File: src/rtl/hazard_ctrl_param_if.sv
// Purpose: bundles the hazard controller's pipeline-facing inputs and control outputs.
// Latency: none; this file only declares wires.
// Backpressure: carries the dmem handshake (dmem_req_mem/dmem_resp) that freezes the pipe.
//
// Port summary:
//   inputs to controller : imem_resp, dmem_resp, dmem_req_mem, rs1_id, rs2_id,
//                          ex_is_load, rd_ex, mispredict_ex
//   outputs of controller: pc_en, stage_en, stage_flush, predict_en, mispredict_pulse,
//                          perf_stall, perf_mispred, perf_lu
//   modport master = pipeline datapath side, modport slave = hazard controller side.
interface hazard_ctrl_param_if #(
    parameter int NUM_PREGS = 4,
    parameter int REG_W     = 5,
    parameter int CNT_W     = 32
);
    logic                 imem_resp;
    logic                 dmem_resp;
    logic                 dmem_req_mem;
    logic [REG_W-1:0]     rs1_id;
    logic [REG_W-1:0]     rs2_id;
    logic                 ex_is_load;
    logic [REG_W-1:0]     rd_ex;
    logic                 mispredict_ex;

    logic                 pc_en;
    logic [NUM_PREGS-1:0] stage_en;
    logic [NUM_PREGS-1:0] stage_flush;
    logic                 predict_en;
    logic                 mispredict_pulse;
    logic [CNT_W-1:0]     perf_stall;
    logic [CNT_W-1:0]     perf_mispred;
    logic [CNT_W-1:0]     perf_lu;

    modport master (
        output imem_resp, dmem_resp, dmem_req_mem, rs1_id, rs2_id,
               ex_is_load, rd_ex, mispredict_ex,
        input  pc_en, stage_en, stage_flush, predict_en, mispredict_pulse,
               perf_stall, perf_mispred, perf_lu
    );

    modport slave (
        input  imem_resp, dmem_resp, dmem_req_mem, rs1_id, rs2_id,
               ex_is_load, rd_ex, mispredict_ex,
        output pc_en, stage_en, stage_flush, predict_en, mispredict_pulse,
               perf_stall, perf_mispred, perf_lu
    );
endinterface

File: src/rtl/hazard_ctrl_param.sv
// Purpose: pipeline hazard controller (freeze, redirect/flush, load-use bubbles, wrong-path kill).
// Latency: control outputs are combinational from state and inputs; state advances each clk edge.
// Backpressure: a pending dmem access without response freezes every stage and holds all state.
//
// Ports: clk, rst_n (async active-low; forces every output to 0 while low),
//        hz (hazard_ctrl_param_if.slave) carrying all handshake inputs and control outputs.
// Optional feature: define HAZARD_PERF_CNT_EN to build the saturating perf counters;
//        otherwise perf_stall/perf_mispred/perf_lu are tied to 0 and no counter flops exist.
module hazard_ctrl_param #(
    parameter int NUM_PREGS   = 4,
    parameter int FLUSH_DEPTH = 2,
    parameter int LU_STALLS   = 1,
    parameter int REG_W       = 5,
    parameter int CNT_W       = 32
) (
    input  logic               clk,
    input  logic               rst_n,
    hazard_ctrl_param_if.slave hz
);

    typedef enum logic [1:0] {RUN, LU_STALL, KILL} state_t;

    localparam logic [NUM_PREGS-1:0] ALL_EN     = {NUM_PREGS{1'b1}};
    localparam logic [NUM_PREGS-1:0] FLUSH_MASK = {NUM_PREGS{1'b1}} >> (NUM_PREGS - FLUSH_DEPTH);
    localparam logic [NUM_PREGS-1:0] BIT0       = NUM_PREGS'(1);
    localparam logic [NUM_PREGS-1:0] BIT1       = NUM_PREGS'(2);
    localparam logic [3:0]           LU_LOAD    = 4'(LU_STALLS - 1);

    state_t               r_state;
    logic [3:0]           r_lu_cnt;

    logic                 w_backend_ok;
    logic                 w_if_ok;
    logic                 w_lu_hit;
    logic                 w_in_lu;
    logic                 w_lu_entry;
    logic                 w_pc_en;
    logic [NUM_PREGS-1:0] w_stage_en;
    logic [NUM_PREGS-1:0] w_stage_flush;
    logic                 w_pulse;

    always_comb begin
        w_backend_ok  = hz.dmem_resp | ~hz.dmem_req_mem;
        w_if_ok       = hz.imem_resp & (r_state != KILL);
        w_lu_hit      = hz.ex_is_load & (hz.rd_ex != REG_W'(0)) &
                        ((hz.rd_ex == hz.rs1_id) | (hz.rd_ex == hz.rs2_id));
        // KILL deliberately skips load-use: the IF/ID contents are a bubble anyway.
        w_in_lu       = (r_state == LU_STALL) | ((r_state == RUN) & w_lu_hit);
        w_lu_entry    = w_backend_ok & ~hz.mispredict_ex & (r_state == RUN) & w_lu_hit;

        w_pc_en       = 1'b0;
        w_stage_en    = '0;
        w_stage_flush = '0;
        w_pulse       = 1'b0;

        if (!w_backend_ok) begin
            // full freeze: defaults already zero
        end else if (hz.mispredict_ex) begin
            w_stage_en    = ALL_EN;
            w_stage_flush = FLUSH_MASK;
            w_pc_en       = 1'b1;
            w_pulse       = 1'b1;
        end else if (w_in_lu) begin
            // hold IF/ID and PC, push a bubble into ID/EX
            w_stage_en    = ALL_EN & ~BIT0;
            w_stage_flush = BIT1;
        end else if (w_if_ok) begin
            w_stage_en    = ALL_EN;
            w_pc_en       = 1'b1;
        end else begin
            // nothing usable fetched (or discarding the wrong-path fetch)
            w_stage_en    = ALL_EN;
            w_stage_flush = BIT0;
        end
    end

    always_ff @(posedge clk or negedge rst_n) begin
        if (!rst_n) begin
            r_state  <= RUN;
            r_lu_cnt <= 4'd0;
        end else if (w_backend_ok) begin
            if (hz.mispredict_ex) begin
                r_lu_cnt <= 4'd0;
                // A redirect with no response this cycle leaves the old fetch in flight;
                // redirecting again from KILL still has a stale fetch outstanding.
                r_state  <= (!hz.imem_resp || r_state == KILL) ? KILL : RUN;
            end else if (w_in_lu) begin
                if (r_state == RUN) begin
                    r_lu_cnt <= LU_LOAD;
                    r_state  <= (LU_STALLS > 1) ? LU_STALL : RUN;
                end else begin
                    // lu_cnt counts the bubbles still owed after this one
                    if (r_lu_cnt != 4'd0) r_lu_cnt <= r_lu_cnt - 4'd1;
                    if (r_lu_cnt <= 4'd1) r_state <= RUN;
                end
            end else if (r_state == KILL && hz.imem_resp) begin
                r_state <= RUN;
            end
        end
    end

    assign hz.pc_en            = rst_n & w_pc_en;
    assign hz.stage_en         = w_stage_en & {NUM_PREGS{rst_n}};
    assign hz.stage_flush      = w_stage_flush & {NUM_PREGS{rst_n}};
    assign hz.predict_en       = rst_n & (w_stage_en[0] | w_stage_en[1]);
    assign hz.mispredict_pulse = rst_n & w_pulse;

`ifdef HAZARD_PERF_CNT_EN
    logic [CNT_W-1:0] r_perf_stall;
    logic [CNT_W-1:0] r_perf_mispred;
    logic [CNT_W-1:0] r_perf_lu;

    always_ff @(posedge clk or negedge rst_n) begin
        if (!rst_n) begin
            r_perf_stall   <= '0;
            r_perf_mispred <= '0;
            r_perf_lu      <= '0;
        end else begin
            if (!w_pc_en && r_perf_stall != {CNT_W{1'b1}})
                r_perf_stall <= r_perf_stall + CNT_W'(1);
            if (w_pulse && r_perf_mispred != {CNT_W{1'b1}})
                r_perf_mispred <= r_perf_mispred + CNT_W'(1);
            if (w_lu_entry && r_perf_lu != {CNT_W{1'b1}})
                r_perf_lu <= r_perf_lu + CNT_W'(1);
        end
    end

    assign hz.perf_stall   = r_perf_stall;
    assign hz.perf_mispred = r_perf_mispred;
    assign hz.perf_lu      = r_perf_lu;
`else
    assign hz.perf_stall   = {CNT_W{1'b0}};
    assign hz.perf_mispred = {CNT_W{1'b0}};
    assign hz.perf_lu      = {CNT_W{1'b0}};
`endif

endmodule

File: src/flat_wrapper.sv
// flat-port wrapper written by rule: the top's interface ports become plain ports
module hazard_ctrl_param_flat 
#(
    parameter int NUM_PREGS   = 4,
    parameter int FLUSH_DEPTH = 2,
    parameter int LU_STALLS   = 1,
    parameter int REG_W       = 5,
    parameter int CNT_W       = 32
)
  (clk, rst_n, hz_imem_resp, hz_dmem_resp, hz_dmem_req_mem, hz_rs1_id, hz_rs2_id, hz_ex_is_load, hz_rd_ex, hz_mispredict_ex, hz_pc_en, hz_stage_en, hz_stage_flush, hz_predict_en, hz_mispredict_pulse, hz_perf_stall, hz_perf_mispred, hz_perf_lu);
  hazard_ctrl_param_if #(.NUM_PREGS(NUM_PREGS), .REG_W(REG_W), .CNT_W(CNT_W)) hz_i ();
  input  logic clk;
  input  logic rst_n;
  input wire logic [$bits(hz_i.imem_resp)-1:0] hz_imem_resp;
  input wire logic [$bits(hz_i.dmem_resp)-1:0] hz_dmem_resp;
  input wire logic [$bits(hz_i.dmem_req_mem)-1:0] hz_dmem_req_mem;
  input wire logic [$bits(hz_i.rs1_id)-1:0] hz_rs1_id;
  input wire logic [$bits(hz_i.rs2_id)-1:0] hz_rs2_id;
  input wire logic [$bits(hz_i.ex_is_load)-1:0] hz_ex_is_load;
  input wire logic [$bits(hz_i.rd_ex)-1:0] hz_rd_ex;
  input wire logic [$bits(hz_i.mispredict_ex)-1:0] hz_mispredict_ex;
  output wire logic [$bits(hz_i.pc_en)-1:0] hz_pc_en;
  output wire logic [$bits(hz_i.stage_en)-1:0] hz_stage_en;
  output wire logic [$bits(hz_i.stage_flush)-1:0] hz_stage_flush;
  output wire logic [$bits(hz_i.predict_en)-1:0] hz_predict_en;
  output wire logic [$bits(hz_i.mispredict_pulse)-1:0] hz_mispredict_pulse;
  output wire logic [$bits(hz_i.perf_stall)-1:0] hz_perf_stall;
  output wire logic [$bits(hz_i.perf_mispred)-1:0] hz_perf_mispred;
  output wire logic [$bits(hz_i.perf_lu)-1:0] hz_perf_lu;
  assign hz_i.imem_resp = hz_imem_resp;
  assign hz_i.dmem_resp = hz_dmem_resp;
  assign hz_i.dmem_req_mem = hz_dmem_req_mem;
  assign hz_i.rs1_id = hz_rs1_id;
  assign hz_i.rs2_id = hz_rs2_id;
  assign hz_i.ex_is_load = hz_ex_is_load;
  assign hz_i.rd_ex = hz_rd_ex;
  assign hz_i.mispredict_ex = hz_mispredict_ex;
  assign hz_pc_en = hz_i.pc_en;
  assign hz_stage_en = hz_i.stage_en;
  assign hz_stage_flush = hz_i.stage_flush;
  assign hz_predict_en = hz_i.predict_en;
  assign hz_mispredict_pulse = hz_i.mispredict_pulse;
  assign hz_perf_stall = hz_i.perf_stall;
  assign hz_perf_mispred = hz_i.perf_mispred;
  assign hz_perf_lu = hz_i.perf_lu;
  hazard_ctrl_param #(.NUM_PREGS(NUM_PREGS), .FLUSH_DEPTH(FLUSH_DEPTH), .LU_STALLS(LU_STALLS), .REG_W(REG_W), .CNT_W(CNT_W)) u_core (.clk(clk), .rst_n(rst_n), .hz(hz_i));
endmodule
File: config.mk
export PLATFORM = sky130hd
export DESIGN_NAME = hazard_ctrl_param_flat
export DESIGN_NICKNAME = d
export VERILOG_FILES = /design/src/rtl/hazard_ctrl_param_if.sv /design/src/rtl/hazard_ctrl_param.sv /design/src/flat_wrapper.sv
export SDC_FILE = /design/constraint.sdc
export NUM_CORES = 1
export LEC_CHECK = 0
export CORE_MARGIN = 3
export CORE_UTILIZATION = 26
export DETAILED_ROUTE_END_ITERATION = 12
export MAX_ROUTING_LAYER = met4
export PLACE_DENSITY_LB_ADDON = 0.05
export SETUP_SLACK_MARGIN = 0.4
export SYNTH_ARGS = -nofsm -noshare
export SYNTH_HDL_FRONTEND = slang
export SYNTH_SLANG_ARGS = --single-unit
export TNS_END_PERCENT = 30
File: constraint.sdc
create_clock -name clk -period 1.7 [get_ports clk]
set_input_delay 0.34 -clock clk [delete_from_list [all_inputs] [get_ports clk]]
set_output_delay 0.34 -clock clk [all_outputs]
set_load 0.05 [all_outputs]
==> results of run 1 <==
==> cells by family (layout without fill, tap and decap cells) <==
kind of cell,after synthesis,after routing
AO/OA/AOI/OAI,8,8
XOR/XNOR,10,10
buffers and inverters,103,43
flip-flops,1,1
other,1,98
AND/OR/NAND/NOR,15,15
==> worst min path at each step <==
stage           from           endpoint  slack (ps)  cells past startpoint
5_1_grt        rst_n  u_core.r_state[1]         240                      2
4_1_cts        rst_n  u_core.r_state[1]         310                      2
6_report       rst_n  u_core.r_state[1]         220                      2
3_3_place_gp   rst_n  u_core.r_state[1]         610                      2
2_1_floorplan  rst_n  u_core.r_state[1]          40                      0
3_5_place_dp   rst_n  u_core.r_state[1]         610                      2
==> worst max-delay path: stages <==
cell     delay (ps)
buf_8           100
buf_6           100
or4_4           540
nor2_4          120
nor4b_4          50
buf_4           160
o21a_4          220
buf_12          140
==> stage by stage <==
step | std cells | TNS, ps | area (um^2)
after global routing | 223 | -1570 | 1206
after floorplan | 235 | -614.2 | 1434
after global placement | 221 | -3299 | 1169
after CTS | 223 | -1455 | 1212
final | 223 | -1406 | 1206
after detailed placement | 221 | -3308 | 1169
==> per-layer routing <==
layer / GRT usage / part of all wire / up-vias
met4: 0 / 0 / 0
met1: 0.06262 / 0.30 / 258
met2: 0.09048 / 0.47 / 68
met5: - / 0 / -
li1: - / - / 302
met3: 0.01135 / 0.23 / 0
==> Yosys cell counts, drive strengths merged <==
library cell / instances
buf: 101
xor2: 10
a21oi: 4
nand2: 4
nor2: 3
inv: 2
nor3: 2
a21boi: 1
a22oi: 1
and2: 1
and3: 1
conb: 1
dfrtp: 1
nand2b: 1
nor2b: 1
nor4b: 1
o21a: 1
o21ai: 1
or4: 1
==> cell type report <==
cell class,instances,area (um^2)
multi-input cells,131,663.1
well taps,48,60.06
flip-flops and latches,1,25.02
fillers,414,2537
inverters,2,7.507
repair buffers,41,450.4
==> timing repair <==
action	in CTS	in global routing
setup endpoints to repair	10	9
buffers inserted	2	0
gates resized for setup	56	1
pin swaps	18	3
==> power groups by stage <==
| stage | Sequential [uW] | Combinational (uW) | Clock [uW] |
|---|---|---|---|
| 6_report | 31.8 | 721 | 0 |
| 3_3_place_gp | 31.5 | 713 | 0 |
| 5_1_grt | 31.7 | 754 | 0 |
| 4_1_cts | 31.5 | 718 | 0 |
| 3_5_place_dp | 31.5 | 710 | 0 |
| 2_1_floorplan | 30.5 | 760 | 0 |
==> cells in the final DEF (no fill, tap or decap), types with 2 or more instances in the layout <==
master / instances
nor2_1: 2
buf_12: 7
nor3_2: 2
conb_1: 98
dlygate4sd2_1: 12
a21oi_1: 2
nand2_1: 4
inv_1: 2
clkdlybuf4s50_1: 2
buf_2: 4
xor2_1: 10
buf_6: 8
buf_8: 2
buf_4: 6
==> impl_metrics.py, run 1 <==
metrics = {
    "outcome": {
        "status": "finished with violations",
        "violations": "negative setup slack",
    },
    "sta": {
        "fin_crit_sh": 1.236,
        "period_minus_slack_ps": 2101,
        "fmax_ghz": 0.4761,
        "hold_viol_final": 0,
        "drv_slew": 0,
        "setup_ws_ps": -400.6,
        "finClkSkew_ps": 0,
        "holdWs_ps": 219.9,
        "rsz0062_at_grt": "yes",
        "setup_violations": 4,
    },
    "drt": {
        "viasPerCell": 2.816,
        "ant_nets": 0,
        "drc_errors": 0,
        "drt_iter0_markers": 9,
        "dr_total_vias": 628,
        "wl_per_cell_um": 7.780,
        "wirelength_mm": 1.735,
        "dr.pass1.iters": 4,
    },
    "global_routing": {
        "grt_use_total": 0.05093,
        "grt_pass1_vias": 405,
        "grt_start_max_net_pins": 6,
        "antenna_found_initial": 0,
        "grt_overflow": 0,
        "grt_pass1_wl_mm": 1.904,
    },
    "layout": {
        "reg_top3": "u_core.r_state (1)",
        "largest-register": "u_core.r_state",
        "drive_gt1_frac": 0.2286,
        "n_antenna_cell": 0,
        "final_core_util": 0.3222,
        "nets": 199,
        "area_delta_synth_final_pct": 17.28,
        "largest_reg_flops": 1,
    },
    "clocking": {
        "postCtsHoldBufs": 0,
        "clkLatencyLatePin_ps": 0,
        "clk_pin_slew_ps": 0,
    },
    "yosys": {
        "syn-mean-instance-area_um2": 7.453,
        "synth-seq-area-share": 0.02433,
        "yosys.area_share.simple": 0.09124,
        "post-synth-top-area-cell": "buf_4",
        "synth_top_area_frac": 0.7372,
        "yosysWarnings": 0,
        "synth_area_mm2": 0.001028,
        "synthAdderAreaFrac": 0,
        "ys_ff_latch": 1,
        "synth_top_family_by_area": "buffers and inverters",
        "muxShareOfSynthArea": 0,
        "ys_top_cells_by_area": "buf_4 74%, xor2_1 8.5%, dfrtp_1 2.4%",
        "synthXorXnorAreaFrac": 0.08516,
        "synth_cells": 138,
        "synthDistinctLibCells": 19,
        "synth-compound-area-share": 0.05109,
    },
    "power": {
        "internal_power_uw": 155.5,
        "pwr-share-clk": 0,
        "combPwrFrac": 0.958,
        "switchingPower_uw": 597.5,
        "power_uw": 753.0,
        "p_per_area_mw_per_mm2": 624.3,
        "seqPwrFrac": 0.042,
        "switching_share": 0.7935,
        "leakagePower_uw": 0.0006919,
        "max-vdd-ir-drop_mv": 0.2478,
    },
    "placed_design": {
        "gp_congestion": 0.6205,
        "post-place-ws_ps": -763.2,
        "dp_hpwl_mm": 1.555,
        "numPortBuffers": 30,
    },
    "critical_path": {
        "cp.required_ps": 1360,
        "r2r-end": "u_core.r_state[1]",
        "critical_path_class": "input port to output pin",
        "start_kind": "input port",
        "crit_end": "hz_stage_flush[1]",
        "r2r_setup_slack_ps": 840,
        "cp_max_fo": 4,
        "arrival_ps": 1760,
        "r2r_cells": 4,
        "r2r_start": "u_core.r_state[1]",
        "startpoint": "hz_rd_ex[4]",
        "end_kind": "output pin",
    },
    "min_path": {
        "hold_class": "input port to asynchronous set/reset pin",
    },
    "die": {
        "coreArea_mm2": 0.003744,
        "die_height_um": 68.90,
        "pin_count": 129,
        "dieWidth_um": 68.90,
        "row_count": 22,
        "start_util": 0.2747,
        "die_area_mm2": 0.004747,
    },
    "job": {
        "maxCapViolations": 0,
    },
}
No activity file was read; power rests on OpenSTA's default activity.
==> inputs of run 2 (changes only) <==
--- a/config.mk
+++ b/config.mk
@@ -7,10 +7,13 @@
 export LEC_CHECK = 0
 export CORE_MARGIN = 3
 export CORE_UTILIZATION = 26
+export CTS_CLUSTER_DIAMETER = 200
 export DETAILED_ROUTE_END_ITERATION = 12
+export GPL_TIMING_DRIVEN = 0
 export MAX_ROUTING_LAYER = met4
 export PLACE_DENSITY_LB_ADDON = 0.05
 export SETUP_SLACK_MARGIN = 0.4
+export SLEW_MARGIN = 40
 export SYNTH_ARGS = -nofsm -noshare
 export SYNTH_HDL_FRONTEND = slang
 export SYNTH_SLANG_ARGS = --single-unit
==> run 2 against run 1 <==
The run still ends with negative setup slack left. Cell area up 50%. Clock skew is the same. Fmax increased by 6.9%. Via count rose by 34%. Critical path depth is 1 lower. Register-to-register slack improved by 20 ps. First-iteration DRC count fell by 33%. Largest power group unchanged. Combinational power is 21% higher.
==> impl_metrics.py, run 2 (synthesized netlist as in run 1, its figures left out) <==
metrics = {
    "clocking": {
        "clkLatencyLatePin_ps": 0,
        "clk_pin_slew_ps": 0,
        "postCtsHoldBufs": 0,
    },
    "layout": {
        "final_common_cell": "buf_4",
        "largest-register": "u_core.r_state",
        "reg_top3": "u_core.r_state (1)",
        "n_antenna_cell": 0,
        "final_cell_mix": "100 x buf_4, 98 x conb_1, 10 x xor2_1",
        "area_delta_synth_final_pct": 75.67,
        "nets": 290,
        "largest_reg_flops": 1,
        "drive_gt1_frac": 0.5113,
    },
    "critical_path": {
        "end_kind": "output pin",
        "r2r_setup_slack_ps": 860,
        "critical_path.slowest_cell": "or4_4",
        "cp_max_fo": 3,
        "arrival_ps": 1620,
        "r2r_start": "u_core.r_state[1]",
        "r2r-end": "u_core.r_state[1]",
        "slowest_delay_ps": 540,
        "critical_path_class": "input port to output pin",
        "r2r_cells": 4,
        "cp.required_ps": 1360,
        "crit_chain": "buf_8 -> or4_4 -> nor2_4 -> nor4b_4 -> buf_4 -> a21oi_2 -> buf_6",
        "start_kind": "input port",
    },
    "sta": {
        "drv_slew": 0,
        "period_minus_slack_ps": 1965,
        "setup_ws_ps": -264.6,
        "fmax_ghz": 0.5090,
        "rsz0062_at_grt": "yes",
        "finClkSkew_ps": 0,
        "hold_viol_final": 0,
        "fin_crit_sh": 1.156,
        "setup_violations": 4,
    },
    "placed_design": {
        "post-place-ws_ps": -1396,
        "gp_congestion": 0.7033,
        "numPortBuffers": 30,
        "dp_hpwl_mm": 2.048,
    },
    "global_routing": {
        "grt_pass1_vias": 589,
        "grt_pass1_wl_mm": 2.594,
        "grt_overflow": 0,
        "grt_use_total": 0.06885,
        "grt_start_max_net_pins": 9,
        "antenna_found_initial": 0,
    },
    "die": {
        "dieWidth_um": 68.90,
        "row_count": 22,
        "pin_count": 129,
        "die_area_mm2": 0.004747,
        "start_util": 0.2747,
        "die_height_um": 68.90,
        "coreArea_mm2": 0.003744,
    },
    "drt": {
        "ant_nets": 0,
        "dr_total_vias": 840,
        "wirelength_mm": 2.114,
        "viasPerCell": 2.675,
        "wl_per_cell_um": 6.732,
        "drc_errors": 0,
        "drt_iter0_markers": 6,
        "dr.pass1.iters": 2,
    },
    "job": {
        "maxCapViolations": 0,
    },
    "power": {
        "power_uw": 901.8,
        "leakagePower_uw": 0.001171,
        "max-vdd-ir-drop_mv": 0.2361,
        "p_per_area_mw_per_mm2": 499.1,
    },
    "outcome": {
        "status": "finished with violations",
        "violations": "negative setup slack",
    },
    "min_path": {
        "hold_class": "input port to asynchronous set/reset pin",
    },
}
==> run 2: area by class of cell <==
class / count / area, um^2
fill: 392 / 1937
buffer: 101 / 769.5
multi-input combinational: 131 / 651.9
sequential: 1 / 25.02
timing repair buffer: 31 / 292.8
tap: 48 / 60.06
inverter: 2 / 7.507
==> run 2: stage by stage <==
stage               TNS (ps)  std cells  hold WS [ps]  area (um^2)  utilization
floorplan             -614.2        235         44.41         1434            -
finish                -887.9        314         138.8         1807       0.4826
global placement       -8561        313         512.8         1794       0.4793
CTS                   -949.4        314         520.0         1804       0.4820
detailed placement     -8530        313         516.0         1794       0.4793
global route           -1061        314         147.6         1807       0.4826
==> run 2: layer usage <==
metal / wire [um] / up-vias / global-route usage
met5: 0 / - / -
met1: 701 / 287 / 0.09161
met3: 397 / 0 / 0.009724
li1: - / 485 / -
met4: 0 / 0 / 0
met2: 1015 / 68 / 0.1179
==> run 2: power breakdown <==
group	internal, uW	switching, uW
combinational	254	616
sequential	27.5	4.10
clock	0	0
==> run 2: timing repair <==
item | in CTS | in global routing
setup endpoints to repair | 10 | 10
pin swaps | 15 | 2
hold endpoints to repair | 0 | 0
gates resized for setup | 116 | 17
setup buffers | 1 | 0
==> run 2: how the worst max path moves through the flow <==
stage / start / endpoint / slack (ps) / depth (start not counted)
2_1_floorplan: hz_rd_ex[0] / hz_stage_flush[0] / -200 / 4
3_3_place_gp: hz_rd_ex[2] / hz_stage_flush[1] / -1410 / 7
3_5_place_dp: hz_rd_ex[2] / hz_stage_flush[1] / -1400 / 7
4_1_cts: hz_rd_ex[4] / hz_stage_en[0] / -270 / 7
5_1_grt: hz_rd_ex[4] / hz_stage_en[0] / -300 / 7
6_report: hz_rd_ex[4] / hz_stage_flush[0] / -260 / 7
==> run 2: worst max-delay path: cells and delay by family <==
| kind | cells | cell delay (ps) |
|---|---|---|
| AOI/OAI and AO/OA | 1 | 150 |
| buffers and inverters | 3 | 420 |
| and+or+nand+nor | 3 | 710 |
